## config.mk

```make
export PLATFORM = sky130hd
export DESIGN_NAME = apb_master_queued
export DESIGN_NICKNAME = d
export VERILOG_FILES = /design/src/rtl/apb_master_queued.sv
export SDC_FILE = /design/constraint.sdc
export NUM_CORES = 1
export LEC_CHECK = 0
export CORE_MARGIN = 2
export CORE_UTILIZATION = 30
export CTS_CLUSTER_DIAMETER = 120
export DETAILED_ROUTE_END_ITERATION = 16
export PLACE_DENSITY_LB_ADDON = 0.05
export SLEW_MARGIN = 20
export SYNTH_ARGS = -nofsm -noshare
export SYNTH_HDL_FRONTEND = slang
export SYNTH_SLANG_ARGS = --single-unit
```

## constraint.sdc

```tcl
create_clock -name pclk -period 2.45 [get_ports pclk]
set_input_delay 0.49 -clock pclk [delete_from_list [all_inputs] [get_ports pclk]]
set_output_delay 0.49 -clock pclk [all_outputs]
set_load 0.01 [all_outputs]
```

## src/rtl/apb_master_queued.sv

```systemverilog
// apb_master_queued: APB4 requester fed by a command FIFO.
// Commands are pushed on a valid/ready port, executed as SETUP/ACCESS
// sequences to one of NO_SLAVES completers (index-based select), and each
// produces exactly one single-cycle response pulse. Queued commands run
// back-to-back without an IDLE gap, and a PREADY watchdog aborts stuck
// transfers.
module apb_master_queued #(
  parameter int DATA_WIDTH = 32,
  parameter int ADDR_WIDTH = 10,
  parameter int NO_SLAVES  = 2,
  parameter int FIFO_DEPTH = 4,
  parameter int TIMEOUT    = 16,
  localparam int BYTES_PER_WORD = DATA_WIDTH / 8,
  localparam int SEL_W = (NO_SLAVES > 1) ? $clog2(NO_SLAVES) : 1,
  localparam int CNT_W = $clog2(FIFO_DEPTH) + 1
) (
  input  logic                      pclk,
  input  logic                      preset_n,
  // command port
  input  logic                      cmd_valid,
  output logic                      cmd_ready,
  input  logic [ADDR_WIDTH-1:0]     cmd_addr,
  input  logic [2:0]                cmd_prot,
  input  logic [SEL_W-1:0]          cmd_sel,
  input  logic                      cmd_write,
  input  logic [DATA_WIDTH-1:0]     cmd_wdata,
  input  logic [BYTES_PER_WORD-1:0] cmd_strb,
  // response and status
  output logic                      rsp_valid,
  output logic [DATA_WIDTH-1:0]     rsp_rdata,
  output logic                      rsp_error,
  output logic                      rsp_timeout,
  output logic [CNT_W-1:0]          queue_count,
  // APB side
  output logic [ADDR_WIDTH-1:0]     paddr,
  output logic [2:0]                pprot,
  output logic [NO_SLAVES-1:0]      psel,
  output logic                      penable,
  output logic                      pwrite,
  output logic [DATA_WIDTH-1:0]     pwdata,
  output logic [BYTES_PER_WORD-1:0] pstrb,
  input  logic                      pready,
  input  logic [DATA_WIDTH-1:0]     prdata,
  input  logic                      pslverr
);

  localparam int PTR_W  = $clog2(FIFO_DEPTH);
  localparam int WAIT_W = (TIMEOUT > 1) ? $clog2(TIMEOUT) : 1;

  localparam logic [1:0] ST_IDLE   = 2'd0;
  localparam logic [1:0] ST_SETUP  = 2'd1;
  localparam logic [1:0] ST_ACCESS = 2'd2;

  typedef struct packed {
    logic [ADDR_WIDTH-1:0]     addr;
    logic [2:0]                prot;
    logic [SEL_W-1:0]          sel;
    logic                      write;
    logic [DATA_WIDTH-1:0]     wdata;
    logic [BYTES_PER_WORD-1:0] strb;
  } cmd_t;

  cmd_t                 mem [FIFO_DEPTH];
  cmd_t                 head;
  cmd_t                 push_entry;
  logic [PTR_W-1:0]     wr_ptr;
  logic [PTR_W-1:0]     rd_ptr;
  logic [CNT_W-1:0]     count;
  logic [1:0]           state;
  logic [WAIT_W-1:0]    wait_cnt;
  logic                 push;
  logic                 pop;
  logic                 start;
  logic                 dec_err;
  logic                 head_ok;
  logic                 done;
  logic                 timeout_hit;
  logic [NO_SLAVES-1:0] head_onehot;

  // Ready comes from the registered count only, so a pop in the same cycle
  // never frees a slot for a push into a full queue.
  assign cmd_ready   = (count != CNT_W'(FIFO_DEPTH));
  assign queue_count = count;
  assign push        = cmd_valid && cmd_ready;
  assign head        = mem[rd_ptr];
  assign push_entry  = '{addr: cmd_addr, prot: cmd_prot, sel: cmd_sel,
                         write: cmd_write, wdata: cmd_wdata, strb: cmd_strb};

  // Decide whether the head is popped this cycle and what it turns into.
  // NOTE: combinational blocks use blocking '=' and give every output a
  // default before any condition, so no latch can be inferred.
  always_comb begin
    head_onehot = '0;
    for (int i = 0; i < NO_SLAVES; i++) begin
      head_onehot[i] = (int'(head.sel) == i);
    end
    head_ok     = (int'(head.sel) < NO_SLAVES);
    timeout_hit = (TIMEOUT != 0) && !pready && (int'(wait_cnt) == TIMEOUT - 1);
    done        = (state == ST_ACCESS) && (pready || timeout_hit);
    // A decode-error head behind a finishing transfer waits for IDLE so two
    // responses never coincide.
    start       = (count != '0) && head_ok && ((state == ST_IDLE) || done);
    dec_err     = (state == ST_IDLE) && (count != '0) && !head_ok;
    pop         = start || dec_err;
  end

  // Queue storage write port.
  // NOTE: the storage array has no reset; validity is tracked by the
  // pointers and count, which are reset.
  always_ff @(posedge pclk) begin
    if (push) mem[wr_ptr] <= push_entry;
  end

  // Queue pointers and occupancy; pointers wrap naturally (depth is 2^n).
  // NOTE: sequential state uses non-blocking '<=' throughout.
  always_ff @(posedge pclk or negedge preset_n) begin
    if (!preset_n) begin
      wr_ptr <= '0;
      rd_ptr <= '0;
      count  <= '0;
    end else begin
      if (push) wr_ptr <= wr_ptr + 1'b1;
      if (pop)  rd_ptr <= rd_ptr + 1'b1;
      case ({push, pop})
        2'b10:   count <= count + 1'b1;
        2'b01:   count <= count - 1'b1;
        default: count <= count;
      endcase
    end
  end

  // APB sequencer: IDLE -> SETUP -> ACCESS, with back-to-back chaining,
  // watchdog abort and response generation.
  always_ff @(posedge pclk or negedge preset_n) begin
    if (!preset_n) begin
      state       <= ST_IDLE;
      psel        <= '0;
      penable     <= 1'b0;
      paddr       <= '0;
      pprot       <= '0;
      pwrite      <= 1'b0;
      pwdata      <= '0;
      pstrb       <= '0;
      wait_cnt    <= '0;
      rsp_valid   <= 1'b0;
      rsp_rdata   <= '0;
      rsp_error   <= 1'b0;
      rsp_timeout <= 1'b0;
    end else begin
      rsp_valid <= 1'b0;

      if (state == ST_ACCESS) begin
        if (pready) begin
          rsp_valid   <= 1'b1;
          rsp_error   <= pslverr;
          rsp_timeout <= 1'b0;
          rsp_rdata   <= pwrite ? '0 : prdata;
        end else if (timeout_hit) begin
          rsp_valid   <= 1'b1;
          rsp_error   <= 1'b1;
          rsp_timeout <= 1'b1;
          rsp_rdata   <= '0;
        end else begin
          wait_cnt <= wait_cnt + 1'b1;
        end
      end

      if (state == ST_SETUP) begin
        penable  <= 1'b1;
        wait_cnt <= '0;
        state    <= ST_ACCESS;
      end else if (start) begin
        // Load the next transfer; reads drive zero data and strobes.
        paddr   <= head.addr;
        pprot   <= head.prot;
        pwrite  <= head.write;
        pwdata  <= head.write ? head.wdata : '0;
        pstrb   <= head.write ? head.strb  : '0;
        psel    <= head_onehot;
        penable <= 1'b0;
        state   <= ST_SETUP;
      end else if (done) begin
        psel    <= '0;
        penable <= 1'b0;
        state   <= ST_IDLE;
      end else if (dec_err) begin
        rsp_valid   <= 1'b1;
        rsp_error   <= 1'b1;
        rsp_timeout <= 1'b0;
        rsp_rdata   <= '0;
      end
    end
  end

endmodule

```

==> metrics.cfg, run 1 <==
[outcome]
status=complete, no violations

[synthesis]
syn_inst=618
synth_warnings=0
ys_seq_elements=304
netlist_area_sq_mm=0.0116
syn_nets=716
ys_seq_area_share_pct=74.6
yosysUniqueCellTypes=42
synth_area_per_cell_sq_um=18.7

[grt]
grt_pass1_wl_microns=44300
grt-ovfl-total=0
grt_max_degree=57
grt_pass1_vias=7308
grtUsageTotal_pct=14.3
antenna_found_initial=2

[sta]
tns_ns=0
fin_ws_ns=0.214
rsz0062_at_grt=no
hold_viol=0
holdWs_ns=0.398
slew_viol_final=0
fin_crit_ns=2.24
final-setup-viol-count=0
fmax_mhz=447
worst_pin_slew_ns=0.519
finalClockSkew_ns=0.0200
fin_crit_sh_pct=91.3
max_slew_margin_pct=65.4

[drt]
first_pass_iters=4
route.antenna.remaining_nets=0
vias=6477
routedWlPerCell_microns=20.7
routed_wl_microns=28200
routed_via_density=4.75
drtIter0Drc=316
post-route-drc-count=0

[layout]
instances_no_fill=1365
layout-drive-gt1-share_pct=18.6
fin_util_pct=40.7
design_area_sq_mm=0.0154
area_growth_pct=33.0
fin_nets=925

[floorplanning]
core_region_area_sq_mm=0.0378
die_w_microns=200
die_height_microns=200
start_util_pct=30.6
die_area_sq_mm=0.0401
rows=71
ioPinCount=180

[min_path]
hold_class=primary input to asynchronous set/reset pin

[critical_path]
path_buf_inv=1
cp-end-kind=flip-flop
crit_chain=ha_1 -> and4_1 -> o21ai_1 -> inv_1 -> ha_1 -> fa_1 -> xnor2_1 -> nor2_1 -> xor2_1
crit_path_top_delay_cell=dfrtp_1
required_ns=2.83
critPathKind=flip-flop to flip-flop
worstSetupStartpointType=flip-flop
max_stage_delay_ns=0.41
cp.arrival_ns=2.62
crit_fanout=4
cp_top_family=adder cells
cp_common_cell=ha_1

[clocking]
cts_tree=done
cts_buffer_depth=3
cts_max_level=2
cts_sinks=304
cts_setup_buffers=0
clk_pin_slew_worst_paths_ns=0.05
numCtsBuffers=36
clockRootBuffer=clkbuf_16
clk_latency_ns=0.51

[job]
drv_cap=0

[placement]
portBuffers=179
post_dp_cell_area_sq_mm=0.0142
dp_worst_setup_slack_ns=-0.105
place_hpwl_microns=17700
placed_cells=1299
place_congestion=0.735

[power_and_ir_drop]
leakagePower_nw=5.61
vdd_ir_drop_max_uv=660
p_per_area_mw_per_mm2=1260
p_total_mw=19.5

## power by group
part / total [mW] / internal [mW] / switching [mW]
Sequential: 7.65 / 6.97 / 0.684
Combinational: 6.54 / 3.42 / 3.12
Clock: 5.26 / 3.30 / 1.96
Total: 19.5 / 13.7 / 5.77
## routing by layer
layer / wire (microns) / global-route usage (%)
met1: 11900 / 17.9
met2: 14000 / 24.5
met3: 1730 / 3.76
met4: 596 / 3.65
met5: 13 / 0
## area by class of cell
cell class / count / area, sq um
clock buffers: 50 / 1010
repair buffers: 212 / 2170
multi-input cells: 261 / 2720
well taps: 511 / 639
flip-flops and latches: 304 / 8630
clock inverters: 14 / 160
fillers: 3448 / 22500
diodes: 1 / 2.50
inverters: 12 / 45.0
## path summary, 6_finish.rpt
check / start / endpoint / slack (ns) / cells after the start
setup / recovery: wait_cnt[0] / queue_count[2] / 0.21 / 9
hold / removal: preset_n / rsp_rdata[28] / 0.40 / 2
setup reg to reg: wait_cnt[0] / queue_count[2] / 0.21 / 9
hold reg to reg: rsp_rdata[21] / rsp_rdata[21] / 0.50 / 2
max in group asynchronous: preset_n / pwdata[11] / 1.28 / 3
min in group pclk: rsp_rdata[21] / rsp_rdata[21] / 0.50 / 2
## placed cells by master, fill, tap and decap left out, drive strengths merged, types with 2 or more instances in the layout
cell           Yosys  layout
o21ai             39      39
a21oi              3       3
and3               4       4
a22o              35      35
clkinv             0      10
xnor2              5       5
o22ai              2       2
or3                2       2
ha                 9       9
edfxtp           204     204
buf               17      33
bufinv             0       4
a31oi              2       2
clkdlybuf4s50      0     177
dfrtp            100     100
o211ai             2       2
nor2               2       2
nand2             34      34
nand2b             3       3
inv               12      12
mux4              51      51
clkbuf            24      50
nand4b            32      32
mux2              16      16
nor3               2       2
a21o               3       3
## cells in the mapped netlist, drive strengths merged
cell | instances | area share [%]
o21ai | 39 | 1.7
inv | 12 | 0.39
xor2 | 1 | 0.076
o211ai | 2 | 0.17
o21a | 1 | 0.065
or3 | 2 | 0.11
and3 | 4 | 0.22
nand4b | 32 | 2.4
buf | 17 | 1.0
a21oi | 3 | 0.13
mux2 | 16 | 1.6
clkbuf | 24 | 0.78
nand3 | 1 | 0.043
mux4 | 51 | 9.9
edfxtp | 204 | 53
nand2b | 3 | 0.16
o2111a | 1 | 0.097
dfrtp | 100 | 22
nor2 | 2 | 0.065
nand2 | 34 | 1.1
a21bo | 1 | 0.087
nor2b | 1 | 0.054
a221o | 1 | 0.087
ha | 9 | 0.97
a31oi | 2 | 0.11
nor4 | 1 | 0.054
and2 | 1 | 0.054
o31ai | 1 | 0.065
and4 | 1 | 0.076
mux2i | 1 | 0.087
nand4 | 1 | 0.054
nor3 | 2 | 0.087
a22o | 35 | 2.7
a21o | 3 | 0.19
o22ai | 2 | 0.11
fa | 1 | 0.17
xnor2 | 5 | 0.38
or3b | 1 | 0.076
## logic make-up (layout without fill, tap and decap cells)
group           count (synthesis)  in the layout  share of synthesized area (%)
xor+xnor                        6              6                          0.454
other cells                     0              1                              0
buf+inv                        53            288                           2.19
flops                         304            304                           74.6
fa+ha+maj                      10             10                           1.15
simple gates                   86             86                           4.58
mux                            68             68                           11.6
compound gates                 91             91                           5.45
## state kept, by name (all words and copies together), names as in the netlist
name / count
pprot: 3
pwdata: 32
pwrite: 1
paddr: 10
wr_ptr: 2
wait_cnt: 4
pstrb: 4
mem: 204
rsp_valid: 1
psel: 2
state: 1
penable: 1
rsp_error: 1
rd_ptr: 2
rsp_rdata: 32
rsp_timeout: 1
queue_count: 3
## repair_timing
| action | CTS | global route |
|---|---|---|
| resized for setup | 1 | 3 |
| hold buffers | 1 | 0 |
| endpoints found under the setup margin | 1 | 2 |
| endpoints found under the hold margin | 13 | 0 |
(Power assumes the default switching activity.)
==> inputs of run 2 (changes only) <==
Settings changed: CORE_MARGIN 2 to default.
==> run 2 against run 1 <==
  * Wire length is 0.53% lower
  * First-iteration DRC count is 11% lower
  * Power is 0.39% higher
  * Sequential power hardly changed
  * Clock-buffer cell count is 7 higher
  * Clock skew is 0.0081 ns lower
  * Via count is 0.48% lower
==> metrics.cfg, run 2 (same netlist as run 1, synthesis figures left out) <==
[drt]
post-route-drc-count=0
first_pass_iters=6
routedWlPerCell_microns=20.6
vias=6446
route.antenna.remaining_nets=0
routed_wl_microns=28100
drtIter0Drc=282
routed_via_density=4.73

[critical_path]
critPathKind=flip-flop to output pin
required_ns=1.96
max_stage_delay_ns=0.50
rrSetupSlack_ns=0.23
crit_path_top_delay_cell=clkdlybuf4s50_1
path_buf_inv=1
cp.arrival_ns=1.89
worstSetupStartpointType=flip-flop
crit_fanout=6
cp_top_family=buffers and inverters
crit_chain=or3b_4 -> clkdlybuf4s50_1
cp-end-kind=output pin

[clocking]
clk_pin_slew_worst_paths_ns=0.06
numCtsBuffers=37
cts_max_level=2
cts_setup_buffers=0
cts_buffer_depth=3
cts_sinks=304
clockRootBuffer=clkbuf_16
clk_latency_ns=0.52
cts_tree=done

[power_and_ir_drop]
vdd_ir_drop_max_uv=603
p_per_area_mw_per_mm2=1270
leakagePower_nw=5.63
p_total_mw=19.5

[layout]
layout_common_cells=edfxtp_1, clkdlybuf4s50_1, dfrtp_1
instances_no_fill=1362
design_area_sq_mm=0.0154
area_growth_pct=33.2
antennaDiodeCount=0
final_common_cell=edfxtp_1
fin_util_pct=40.7
fin_nets=921
largest_register=mem
largestRegisters=mem x204, pwdata x32, rsp_rdata x32
layout-drive-gt1-share_pct=19.4
largest_reg_flops=204

[floorplanning]
die_area_sq_mm=0.0393
core_region_area_sq_mm=0.0378
rows=71
ioPinCount=180
die_height_microns=198
start_util_pct=30.6
die_w_microns=198

[placement]
placed_cells=1294
place_hpwl_microns=16700
post_dp_cell_area_sq_mm=0.0142
portBuffers=179
place_congestion=0.743

[grt]
grt-ovfl-total=0
grt_max_degree=51
grt_pass1_wl_microns=42200
antenna_found_initial=0
grtUsageTotal_pct=14.5
grt_pass1_vias=7030

[sta]
slew_viol_final=0
final-setup-viol-count=0
max_slew_margin_pct=61.5
fin_crit_ns=2.38
finalClockSkew_ns=0.0120
fmax_mhz=421
fin_crit_sh_pct=96.9
worst_pin_slew_ns=0.577
hold_viol=0
rsz0062_at_grt=no

[job]
drv_cap=0

[min_path]
hold_class=primary input to asynchronous set/reset pin

[outcome]
status=complete, no violations

run 2: changes by cell type in the layout (fill, tap and decap cells not counted), moves of 3 or more:
cell,change
clkbuf_8,+5
clkinv_2,+3
clkinv_1,-6
bufinv_16,-3
and3_4,-4
buf_4,-6
and3_2,+4
clkbuf_16,+3
run 2: report_power, final:
part | leakage [nW] | internal [mW] | switching, mW
clock network | 0.609 | 3.35 | 2.04
registers | 3.13 | 6.97 | 0.645
logic | 1.89 | 3.37 | 3.15
run 2: area by class of cell:
class | count | area (sq um)
sequential | 304 | 8640
fill | 3459 | 22400
clock inverter | 10 | 78.8
inverter | 12 | 45.0
clock buffer | 57 | 1150
multi-input combinational | 261 | 2710
timing repair buffer | 207 | 2140
tap | 511 | 639
run 2: worst paths after layout:
| kind | from | endpoint | cells after the start |
|---|---|---|---|
| max in group asynchronous | preset_n | wr_ptr[1] | 3 |
| min reg2reg | rsp_rdata[0] | rsp_rdata[0] | 2 |
| min | preset_n | pwdata[28] | 2 |
| min in group pclk | rsp_rdata[0] | rsp_rdata[0] | 2 |
| max | queue_count[1] | cmd_ready | 2 |
| max reg2reg | wait_cnt[0] | queue_count[2] | 9 |
run 2: timing repair:
item,in CTS,in global routing
resized for setup,1,3
gates cloned,0,0
hold buffers,1,0
endpoints found under the hold margin,32,0
setup endpoints to repair,1,2
run 2: routing by layer:
metal	GRT usage [%]	up-vias	part of all wire, %
met4	4.02	0	1.6
met1	18.3	3349	43
li1	-	2866	-
met3	3.92	36	6.5
met2	24.3	195	49
met5	0	-	0
run 2: metrics by stage:
step           hold WS [ns]  setup slack, ns  setup TNS, ns
2_1_floorplan         0.194           0.0245              0
3_3_place_gp          0.478           -0.128         -0.186
5_1_grt               0.518           0.0166              0
6_report              0.497           0.0750              0
4_1_cts               0.503           0.0178              0
3_5_place_dp          0.489           -0.110         -0.178
run 2: worst reg2reg max path: stages, from the launching register on:
cell and delay, ns:
dfrtp_1 0.41, ha_1 0.26, and4_1 0.23, o21ai_1 0.19
inv_1 0.07, ha_1 0.22, fa_1 0.38, xnor2_1 0.16
nor2_1 0.06, xor2_1 0.13
